--- config.mk ---
export PLATFORM = sky130hd
export DESIGN_NAME = dmem_arbiter_flat
export DESIGN_NICKNAME = d
export VERILOG_FILES = /design/src/rtl/dmem_arbiter_pkg.sv /design/src/rtl/dmem_arbiter_if.sv /design/src/rtl/dmem_arbiter_rr_picker.sv /design/src/rtl/dmem_arbiter.sv /design/src/flat_wrapper.sv
export SDC_FILE = /design/constraint.sdc
export NUM_CORES = 1
export LEC_CHECK = 0
export ABC_CLOCK_PERIOD_IN_PS = 1900
export BUFFER_PORTS_ARGS = -buffer_cell sky130_fd_sc_hd__buf_2
export CAP_MARGIN = 20
export CELL_PAD_IN_SITES_DETAIL_PLACEMENT = 1
export CELL_PAD_IN_SITES_GLOBAL_PLACEMENT = 1
export CORE_MARGIN = 4
export CORE_UTILIZATION = 27
export DETAILED_ROUTE_END_ITERATION = 16
export PLACE_DENSITY = 0.82
export SLEW_MARGIN = 20
export SYNTH_ARGS = -nofsm -noshare
export SYNTH_HDL_FRONTEND = slang
export SYNTH_SLANG_ARGS = --single-unit
--- constraint.sdc ---
create_clock -name clk -period 1.9 [get_ports clk]
set_input_delay 0.475 -clock clk [delete_from_list [all_inputs] [get_ports clk]]
set_output_delay 0.475 -clock clk [all_outputs]
set_load 0.01 [all_outputs]
--- src/rtl/dmem_arbiter_pkg.sv ---
// dmem_arbiter_pkg: shared FSM encoding, default sizes and index-width helper
package dmem_arbiter_pkg;

    typedef enum logic [1:0] {
        IDLE  = 2'd0,
        ISSUE = 2'd1,
        WAIT  = 2'd2,
        DONE  = 2'd3
    } state_t;

    localparam int def_reg_width  = 12;
    localparam int def_addr_width = 12;
    localparam int def_core_count = 2;

    // width of a core index; a single bit is kept even for degenerate counts
    function automatic int idx_width(input int n);
        return (n > 1) ? $clog2(n) : 1;
    endfunction

endpackage

--- src/rtl/dmem_arbiter_if.sv ---
// dmem_arbiter_if: per-core request bus plus the single-port RAM port
interface dmem_arbiter_if #(
    parameter int reg_width  = 12,
    parameter int addr_width = 12,
    parameter int core_count = 2
);
    logic [core_count-1:0]            req;
    logic [core_count-1:0]            we;
    logic [addr_width*core_count-1:0] addr;
    logic [reg_width*core_count-1:0]  wdata;
    logic [core_count-1:0]            ack;
    logic [reg_width*core_count-1:0]  rdata;
    logic [core_count-1:0]            grant;
    logic                             busy;
    logic [addr_width-1:0]            mem_addr;
    logic [reg_width-1:0]             mem_wdata;
    logic                             mem_wren;
    logic [reg_width-1:0]             mem_q;

    modport slave (
        input  req, we, addr, wdata, mem_q,
        output ack, rdata, grant, busy, mem_addr, mem_wdata, mem_wren
    );

    modport master (
        output req, we, addr, wdata, mem_q,
        input  ack, rdata, grant, busy, mem_addr, mem_wdata, mem_wren
    );
endinterface

--- src/rtl/dmem_arbiter_rr_picker.sv ---
// rr_picker: first requesting core scanning upward from rr_ptr, wrapping
module rr_picker import dmem_arbiter_pkg::*; #(
    parameter  int core_count = def_core_count,
    localparam int iw         = idx_width(core_count)
) (
    input  logic [core_count-1:0] req,
    input  logic [iw-1:0]         rr_ptr,
    output logic                  found,
    output logic [iw-1:0]         idx
);
    // walk offsets from farthest to nearest so the nearest requester is written last
    always_comb begin
        found = 1'b0;
        idx   = '0;
        for (int k = core_count - 1; k >= 0; k--) begin
            if (req[(int'(rr_ptr) + k) % core_count]) begin
                found = 1'b1;
                idx   = iw'((int'(rr_ptr) + k) % core_count);
            end
        end
    end
endmodule

--- src/rtl/dmem_arbiter.sv ---
// dmem_arbiter: round-robin sharing of one single-port data RAM among cores
module dmem_arbiter import dmem_arbiter_pkg::*; #(
    parameter int reg_width  = def_reg_width,
    parameter int addr_width = def_addr_width,
    parameter int core_count = def_core_count
) (
    input logic           clk,
    input logic           reset,
    dmem_arbiter_if.slave bus
);
    localparam int              iw       = idx_width(core_count);
    localparam logic [iw-1:0]   last_idx = iw'(core_count - 1);

    state_t                          state;
    logic [iw-1:0]                   sel;
    logic [iw-1:0]                   rr_ptr;
    logic [iw-1:0]                   pick;
    logic                            found;
    logic                            wren_q;
    logic                            busy_q;
    logic [core_count-1:0]           ack_q;
    logic [core_count-1:0]           grant_q;
    logic [reg_width*core_count-1:0] rdata_q;

    rr_picker #(.core_count(core_count)) u_rr_picker (
        .req   (bus.req),
        .rr_ptr(rr_ptr),
        .found (found),
        .idx   (pick)
    );

    // transaction sequencer; grant, busy, ack and write enable are registered alongside the state
    always_ff @(posedge clk) begin
        if (reset) begin
            state   <= IDLE;
            sel     <= '0;
            rr_ptr  <= '0;
            wren_q  <= 1'b0;
            busy_q  <= 1'b0;
            ack_q   <= '0;
            grant_q <= '0;
        end else begin
            case (state)
                IDLE: if (found) begin
                    state   <= ISSUE;
                    sel     <= pick;
                    grant_q <= core_count'(1) << pick;
                    busy_q  <= 1'b1;
                    wren_q  <= bus.we[pick];
                end
                ISSUE: begin
                    state  <= wren_q ? DONE : WAIT;
                    ack_q  <= wren_q ? grant_q : '0;
                    wren_q <= 1'b0;
                end
                WAIT: begin
                    state <= DONE;
                    ack_q <= grant_q;
                end
                DONE: begin
                    state   <= IDLE;
                    ack_q   <= '0;
                    grant_q <= '0;
                    busy_q  <= 1'b0;
                    rr_ptr  <= (sel == last_idx) ? '0 : sel + 1'b1;
                end
            endcase
        end
    end

    // RAM data is valid in WAIT and lands in the owner's slice only
    always_ff @(posedge clk) begin
        if (reset) rdata_q <= '0;
        else if (state == WAIT) rdata_q[sel*reg_width +: reg_width] <= bus.mem_q;
    end

    assign bus.ack       = reset ? '0 : ack_q;
    assign bus.grant     = reset ? '0 : grant_q;
    assign bus.busy      = busy_q & ~reset;
    assign bus.mem_wren  = wren_q & ~reset;
    assign bus.mem_addr  = bus.addr[sel*addr_width +: addr_width];
    assign bus.mem_wdata = bus.wdata[sel*reg_width +: reg_width];
    assign bus.rdata     = rdata_q;
endmodule

--- src/flat_wrapper.sv ---
// flat-port wrapper written by rule: the top's interface ports become plain ports
module dmem_arbiter_flat import dmem_arbiter_pkg::*;
#(
    parameter int reg_width  = def_reg_width,
    parameter int addr_width = def_addr_width,
    parameter int core_count = def_core_count
)
  (clk, reset, bus_req, bus_we, bus_addr, bus_wdata, bus_mem_q, bus_ack, bus_rdata, bus_grant, bus_busy, bus_mem_addr, bus_mem_wdata, bus_mem_wren);
  dmem_arbiter_if #(.reg_width(reg_width), .addr_width(addr_width), .core_count(core_count)) bus_i ();
  input logic clk;
  input logic reset;
  input wire logic [$bits(bus_i.req)-1:0] bus_req;
  input wire logic [$bits(bus_i.we)-1:0] bus_we;
  input wire logic [$bits(bus_i.addr)-1:0] bus_addr;
  input wire logic [$bits(bus_i.wdata)-1:0] bus_wdata;
  input wire logic [$bits(bus_i.mem_q)-1:0] bus_mem_q;
  output wire logic [$bits(bus_i.ack)-1:0] bus_ack;
  output wire logic [$bits(bus_i.rdata)-1:0] bus_rdata;
  output wire logic [$bits(bus_i.grant)-1:0] bus_grant;
  output wire logic [$bits(bus_i.busy)-1:0] bus_busy;
  output wire logic [$bits(bus_i.mem_addr)-1:0] bus_mem_addr;
  output wire logic [$bits(bus_i.mem_wdata)-1:0] bus_mem_wdata;
  output wire logic [$bits(bus_i.mem_wren)-1:0] bus_mem_wren;
  assign bus_i.req = bus_req;
  assign bus_i.we = bus_we;
  assign bus_i.addr = bus_addr;
  assign bus_i.wdata = bus_wdata;
  assign bus_i.mem_q = bus_mem_q;
  assign bus_ack = bus_i.ack;
  assign bus_rdata = bus_i.rdata;
  assign bus_grant = bus_i.grant;
  assign bus_busy = bus_i.busy;
  assign bus_mem_addr = bus_i.mem_addr;
  assign bus_mem_wdata = bus_i.mem_wdata;
  assign bus_mem_wren = bus_i.mem_wren;
  dmem_arbiter #(.reg_width(reg_width), .addr_width(addr_width), .core_count(core_count)) u_core (.clk(clk), .reset(reset), .bus(bus_i));
endmodule
==> key figures, run 1 <==
Outcome
  • Status: finished clean

Clock tree
  • CTS H-tree depth: 2
  • CTS tree: yes
  • Skew-Pair Late Insertion Delay: 0.28 ns
  • Root Buffer: clkbuf_8
  • Worst-path clk slew: roughly 0.070 ns
  • Clock Tree Buf Depth: 2
  • CTS Buf Count: 5
  • Sink Count: 34
  • Hold buffers post-CTS: 0

Synth
  • Most common cell in the netlist: nand2_1
  • Seq cells post-synth: 34
  • Net Count, Synth: approximately 270
  • Seq/Total Area, Yosys: 41.5%
  • Synth Instances: 194
  • EDFF count, synth: 0
  • Unique masters post-synth: 24
  • Async SR Flop Fraction: 0%
  • Area of the mapped netlist: about 0.0016 sq mm
  • Ys Warns: 0
  • Synth top cells by count: 52 x nand2_1, 34 x dfxtp_1, 30 x a21oi_1
  • Synth area leader: dfxtp_1
  • Top post-synthesis cells by area: dfxtp_1 41%, mux2_2 16%, nand2_1 12%, a21oi_1 9.1%, ha_1 3.8%
  • Share of the synthesized area in the top cell type: around 41%
  • Synthesized area per cell: 8.46 sq um
  • Ys flop type: dfxtp_1

STA
  • Hold_ws: ~0.44 ns
  • Total negative slack: 0 ns
  • RSZ-0062 raised after global routing: no
  • Slew of the pin with the lowest slew margin: 0.501 ns
  • Final hold violation count: 0
  • Max transition margin: approximately 67%
  • Final Max Tran Viols: 0
  • FMAX: 555 MHz
  • Post-route minimum period: 1.80 ns
  • Clk_skew: 0.00297 ns
  • Period utilization: 94.8%
  • Final setup viols: 0

Floorplanning
  • Die Ht: around 86 microns
  • Core area: 0.00592 sq mm
  • Initial Utilization: 27.7%
  • # rows: 28
  • IO Count: 120
  • Die Area: between 0.007 and 0.008 sq mm
  • Die W: roughly 86 microns

Placement
  • IO Port Bufs: 119
  • GPL Wtd Cong: slightly below 0.9
  • HPWL reported at the end of detailed placement: 4350 microns
  • DP Area: 0.00232 sq mm
  • Placed insts: 380

Final layout
  • Layout cell share with drive strength beyond 1: 50.6%
  • P&R area growth vs syn: 49.1%
  • Final instance area: about 0.0024 sq mm
  • Nets: 384
  • Finished Layout Cells: 389
  • Multi-input gate area: 900 sq um
  • Fill cells: approximately 760
  • Reg area: ~680 sq um
  • # diodes: 0

Min path
  • Hold/Removal Path Class: input port to flip-flop

Global route
  • GRT overflow: 0
  • Total GRT Usage: 14.6%
  • Initial antenna violation count: 0
  • First-pass GRT wire length: 8630 microns
  • Maximum number of pins on one net before global-route repair: 30
  • Vias in the first global route: 1958

Critical path
  • Required time of the critical path: ~1.4 ns
  • CP cell instances: clkbuf_16, mux2_2, buf_2
  • Worst setup EP type: primary output
  • Slowest-stage cell, CP: dfxtp_4
  • Crit Path Max Fanout: 13
  • Startpoint types: flip-flop
  • Max stage delay on crit path: approximately 0.4 ns
  • CP arrival: around 1.3 ns
  • CP Class: flip-flop to primary output

Pwr
  • Total power: 2590 uW
  • Clock power frac: 21.9%
  • Net switching power: 950 uW
  • Peak VDD IR: 0.000360 V
  • LEAKAGE: 0.00114 uW
  • Switching Share: a little under two fifths
  • Logic pwr share: between 40% and 50%
  • Sequential power share: between 30% and 40%
  • PD cells: between 1000 and 1500 mW/mm^2
  • Pint: approximately 1600 uW

Routing
  • Vias per inst: 4.73
  • DR iter-0 viols: 53
  • Avg WL per Cell: roughly 14 microns
  • First drt pass iteration count: 4
  • DRT antenna net count: 0
  • Final WL: 5530 microns
  • Via count: 1841
  • DRC viols: 0

Flow run
  • Max Cap Viol: 0
## layout by cell type (no fill, tap or decap), types with 2 or more instances in the layout
master	n
nor2_1	7
a211oi_1	2
buf_4	3
buf_2	119
a21oi_1	30
o21ai_0	4
mux2_2	24
nor2b_1	8
inv_1	3
a32oi_1	2
clkbuf_8	6
a22o_1	2
ha_1	5
nand2_1	52
dfxtp_1	33
## sequential cells by signal (all words and copies together), names as in the netlist
| register | flops |
|---|---|
| u_core.sel | 1 |
| u_core.grant_q | 2 |
| u_core.state | 2 |
| u_core.busy_q | 1 |
| u_core.bus.rdata | 24 |
| u_core.wren_q | 1 |
| u_core.ack_q | 2 |
| u_core.rr_ptr | 1 |
## what timing repair did
item,in CTS,in global routing
endpoints found under the setup margin,24,1
gates resized for setup,1,1
buffers inserted,0,0
gates cloned,0,1
hold endpoints to repair,0,0
## cell families (layout without fill, tap and decap cells)
kind of cell	after synthesis	in the layout	synth area share (%)
buffers and inverters	15	135	3.73
flip-flops	34	34	41.5
AO/OA/AOI/OAI	44	44	15.6
adder cells (fa/ha/maj)	5	5	3.81
AND/OR/NAND/NOR	72	72	18.9
multiplexers	24	24	16.5
## worst paths after layout
| kind | start | end | slack, ns | cells past startpoint |
|---|---|---|---|---|
| min | bus_mem_q[11] | u_core.bus.rdata[23] | 0.44 | 3 |
| min reg2reg | u_core.bus.rdata[4] | u_core.bus.rdata[4] | 0.46 | 2 |
| max | u_core.sel | bus_mem_wdata[9] | 0.1 | 3 |
| max reg2reg | u_core.state[0] | u_core.grant_q[0] | 0.26 | 6 |
## layout make-up
type                    instances  share of cell area [%]
repair buffers                124                    27.1
multi-input cells             145                    36.8
well taps                      75                    3.83
clock inverters                 2                   0.511
clock buffers                   6                    3.37
flip-flops and latches         34                    28.0
inverters                       3                   0.460
## through the flow
stage / worst slack [ns] / utilization, %
floorplan: 0.325 / -
global placement: 0.326 / 39.2
detailed placement: 0.276 / 39.2
CTS: 0.0344 / 40.9
global route: 0.0352 / 41.3
finish: 0.0991 / 41.3
## power by group through the flow
stage	logic (uW)	registers (uW)	clock network (uW)
2_1_floorplan	651	942	0
3_3_place_gp	1040	931	0
3_5_place_dp	1090	935	0
4_1_cts	1090	920	580
5_1_grt	1220	946	617
6_report	1090	925	565
## metal layers
| metal | wire length (microns) | vias to the layer above | track usage [%] |
|---|---|---|---|
| met5 | 0 | - | 0 |
| met4 | 63 | 0 | 4.32 |
| met3 | 524 | 6 | 5.19 |
| met2 | 2770 | 86 | 27.0 |
| met1 | 2170 | 857 | 15.3 |
| li1 | - | 892 | - |
## worst max-delay path, delay by kind of cell, from the launching register on
kind | cells | cell delay (ns)
mux | 1 | 0.33
buf+inv | 2 | 0.32
flops | 1 | 0.40
Note: power is estimated with default switching activity, not from simulation.
==> run 2: changes to the inputs <==
PLACE_DENSITY = 0.8   (was 0.82)
==> run 2 against run 1 <==
Clock power shrank 2%. Global-route usage grew 0.20 points. Power shrank 0.64%. Via count shrank 0.92%. Final area shrank 0.15%. Sequential cell count is the same. Clock skew grew 0.0030 ns. Critical path type unchanged. Critical endpoint is now bus_mem_wdata[7].
==> key figures, run 2 (synthesis gave the netlist of run 1 again) <==
Routing
  • Via count: 1824
  • DR iter-0 viols: 29
  • First drt pass iteration count: 4
  • DRT antenna net count: 0
  • Final WL: 5520 microns
  • Vias per inst: 4.69
  • DRC viols: 0
  • Avg WL per Cell: approximately 14 microns

Critical path
  • Required time of the critical path: roughly 1.4 ns
  • Slowest-stage cell, CP: dfxtp_4
  • Worst setup EP type: primary output
  • Startpoint types: flip-flop
  • Worst path top cell family by delay: flip-flops
  • CP Class: flip-flop to primary output
  • WP buf/inv: 2
  • CP cell instances: buf_12, mux2_2, buf_2
  • Max stage delay on crit path: 0.40 ns
  • CP arrival: 1.33 ns
  • Crit Path Max Fanout: 13

Global route
  • Total GRT Usage: ~15%
  • GRT overflow: 0
  • Maximum number of pins on one net before global-route repair: 30
  • First-pass GRT wire length: 8780 microns
  • Vias in the first global route: 1953
  • Initial antenna violation count: 0

Pwr
  • Peak VDD IR: 0.000414 V
  • PD cells: approximately 1100 mW/mm^2
  • LEAKAGE: 0.00115 uW

Clock tree
  • Hold buffers post-CTS: 0
  • CTS Buf Count: 5
  • Post-CTS Setup Bufs: 0
  • Worst-path clk slew: 0.07 ns
  • CTS tree: yes
  • Root Buffer: clkbuf_8
  • Clock Tree Buf Depth: 2
  • CTS H-tree depth: 2
  • Sink Count: 34
  • Skew-Pair Late Insertion Delay: ~0.28 ns

Final layout
  • Fill cells: ~760
  • Final Core Density: 41.3%
  • Layout cell share with drive strength beyond 1: 50.3%
  • Most frequent cells in the layout: 119 x buf_2, 52 x nand2_1, 33 x dfxtp_1
  • # diodes: 0
  • Multi-input gate area: 900 sq um
  • Reg area: slightly below 700 sq um
  • Largest register FFs: 24
  • P&R area growth vs syn: 48.9%
  • Commonest non-fill, non-tap cell in the layout: buf_2
  • Nets: about 380

Floorplanning
  • Core area: 0.00592 sq mm
  • # rows: 28
  • Die Ht: roughly 86 microns
  • Die W: 86.0 microns
  • Die Area: approximately 0.0074 sq mm
  • Initial Utilization: between 20% and 30%
  • IO Count: 120

Outcome
  • Status: finished clean

Placement
  • HPWL reported at the end of detailed placement: roughly 4300 microns
  • GPL Wtd Cong: between 0.8 and 0.9
  • IO Port Bufs: about 120

STA
  • FMAX: between 500 and 600 MHz
  • Max transition margin: 66.3%
  • Slew of the pin with the lowest slew margin: 0.506 ns
  • Total negative slack: 0 ns
  • Final hold violation count: 0
  • Final setup viols: 0
  • RSZ-0062 raised after global routing: no
  • Period utilization: 95.0%
  • Final Max Tran Viols: 0
  • Clk_skew: 0.00597 ns
  • Post-route minimum period: ~1.8 ns

Flow run
  • Max Cap Viol: 0

Min path
  • Hold/Removal Path Class: input port to flip-flop
run 2: cell count changes in the layout (fill, tap and decap cells not counted):
cell	change
clkbuf_1	+1
clkinvlp_4	-1
run 2: cell type report:
cell class,count,share of cell area (%)
tap,75,3.84
inverter,3,0.461
clock buffer,7,3.53
timing repair buffer,124,27.1
clock inverter,1,0.205
multi-input combinational,145,36.8
sequential,34,28.0
run 2: path summary, 6_finish.rpt:
kind / startpoint / to / slack [ns] / depth (start not counted)
worst min-delay path: bus_mem_q[9] / u_core.bus.rdata[9] / 0.44 / 3
worst min register to register: u_core.bus.rdata[16] / u_core.bus.rdata[16] / 0.45 / 2
worst max register to register: u_core.state[0] / u_core.grant_q[0] / 0.27 / 6
worst max-delay path: u_core.sel / bus_mem_wdata[7] / 0.1 / 3
run 2: what timing repair did:
action	CTS	global route
setup endpoints to repair	18	1
pin swaps	0	0
gates resized for setup	1	1
cloned	0	1
run 2: routing by layer:
layer / global-route usage (%) / part of all wire (%)
met1: 16.4 / 39
met4: 4.46 / 1.1
met2: 26.3 / 50
met5: 0 / 0
met3: 5.28 / 10
run 2: where the power goes:
group          internal, uW  switching [uW]
Clock                   292             262
Combinational           505             584
Sequential              839            87.0
run 2: worst register-to-register path, stage by stage (launching register included):
cell and delay (ns):
dfxtp_1 0.34, inv_1 0.16, ha_1 0.19, or3b_2 0.51, o21ai_0 0.15, a22oi_1 0.14
nor2_1 0.09
run 2: stage by stage:
stage | total power, uW | setup slack (ns) | cells | instance area (sq um) | hold slack [ns]
after floorplan | 1590 | 0.325 | 194 | 1640 | 0.446
after global placement | 1980 | 0.295 | 380 | 2320 | 0.438
after detailed placement | 2020 | 0.278 | 380 | 2320 | 0.446
after CTS | 2590 | 0.0242 | 388 | 2420 | 0.428
after global routing | 2780 | 0.0305 | 389 | 2440 | 0.429
final | 2570 | 0.0957 | 389 | 2440 | 0.440
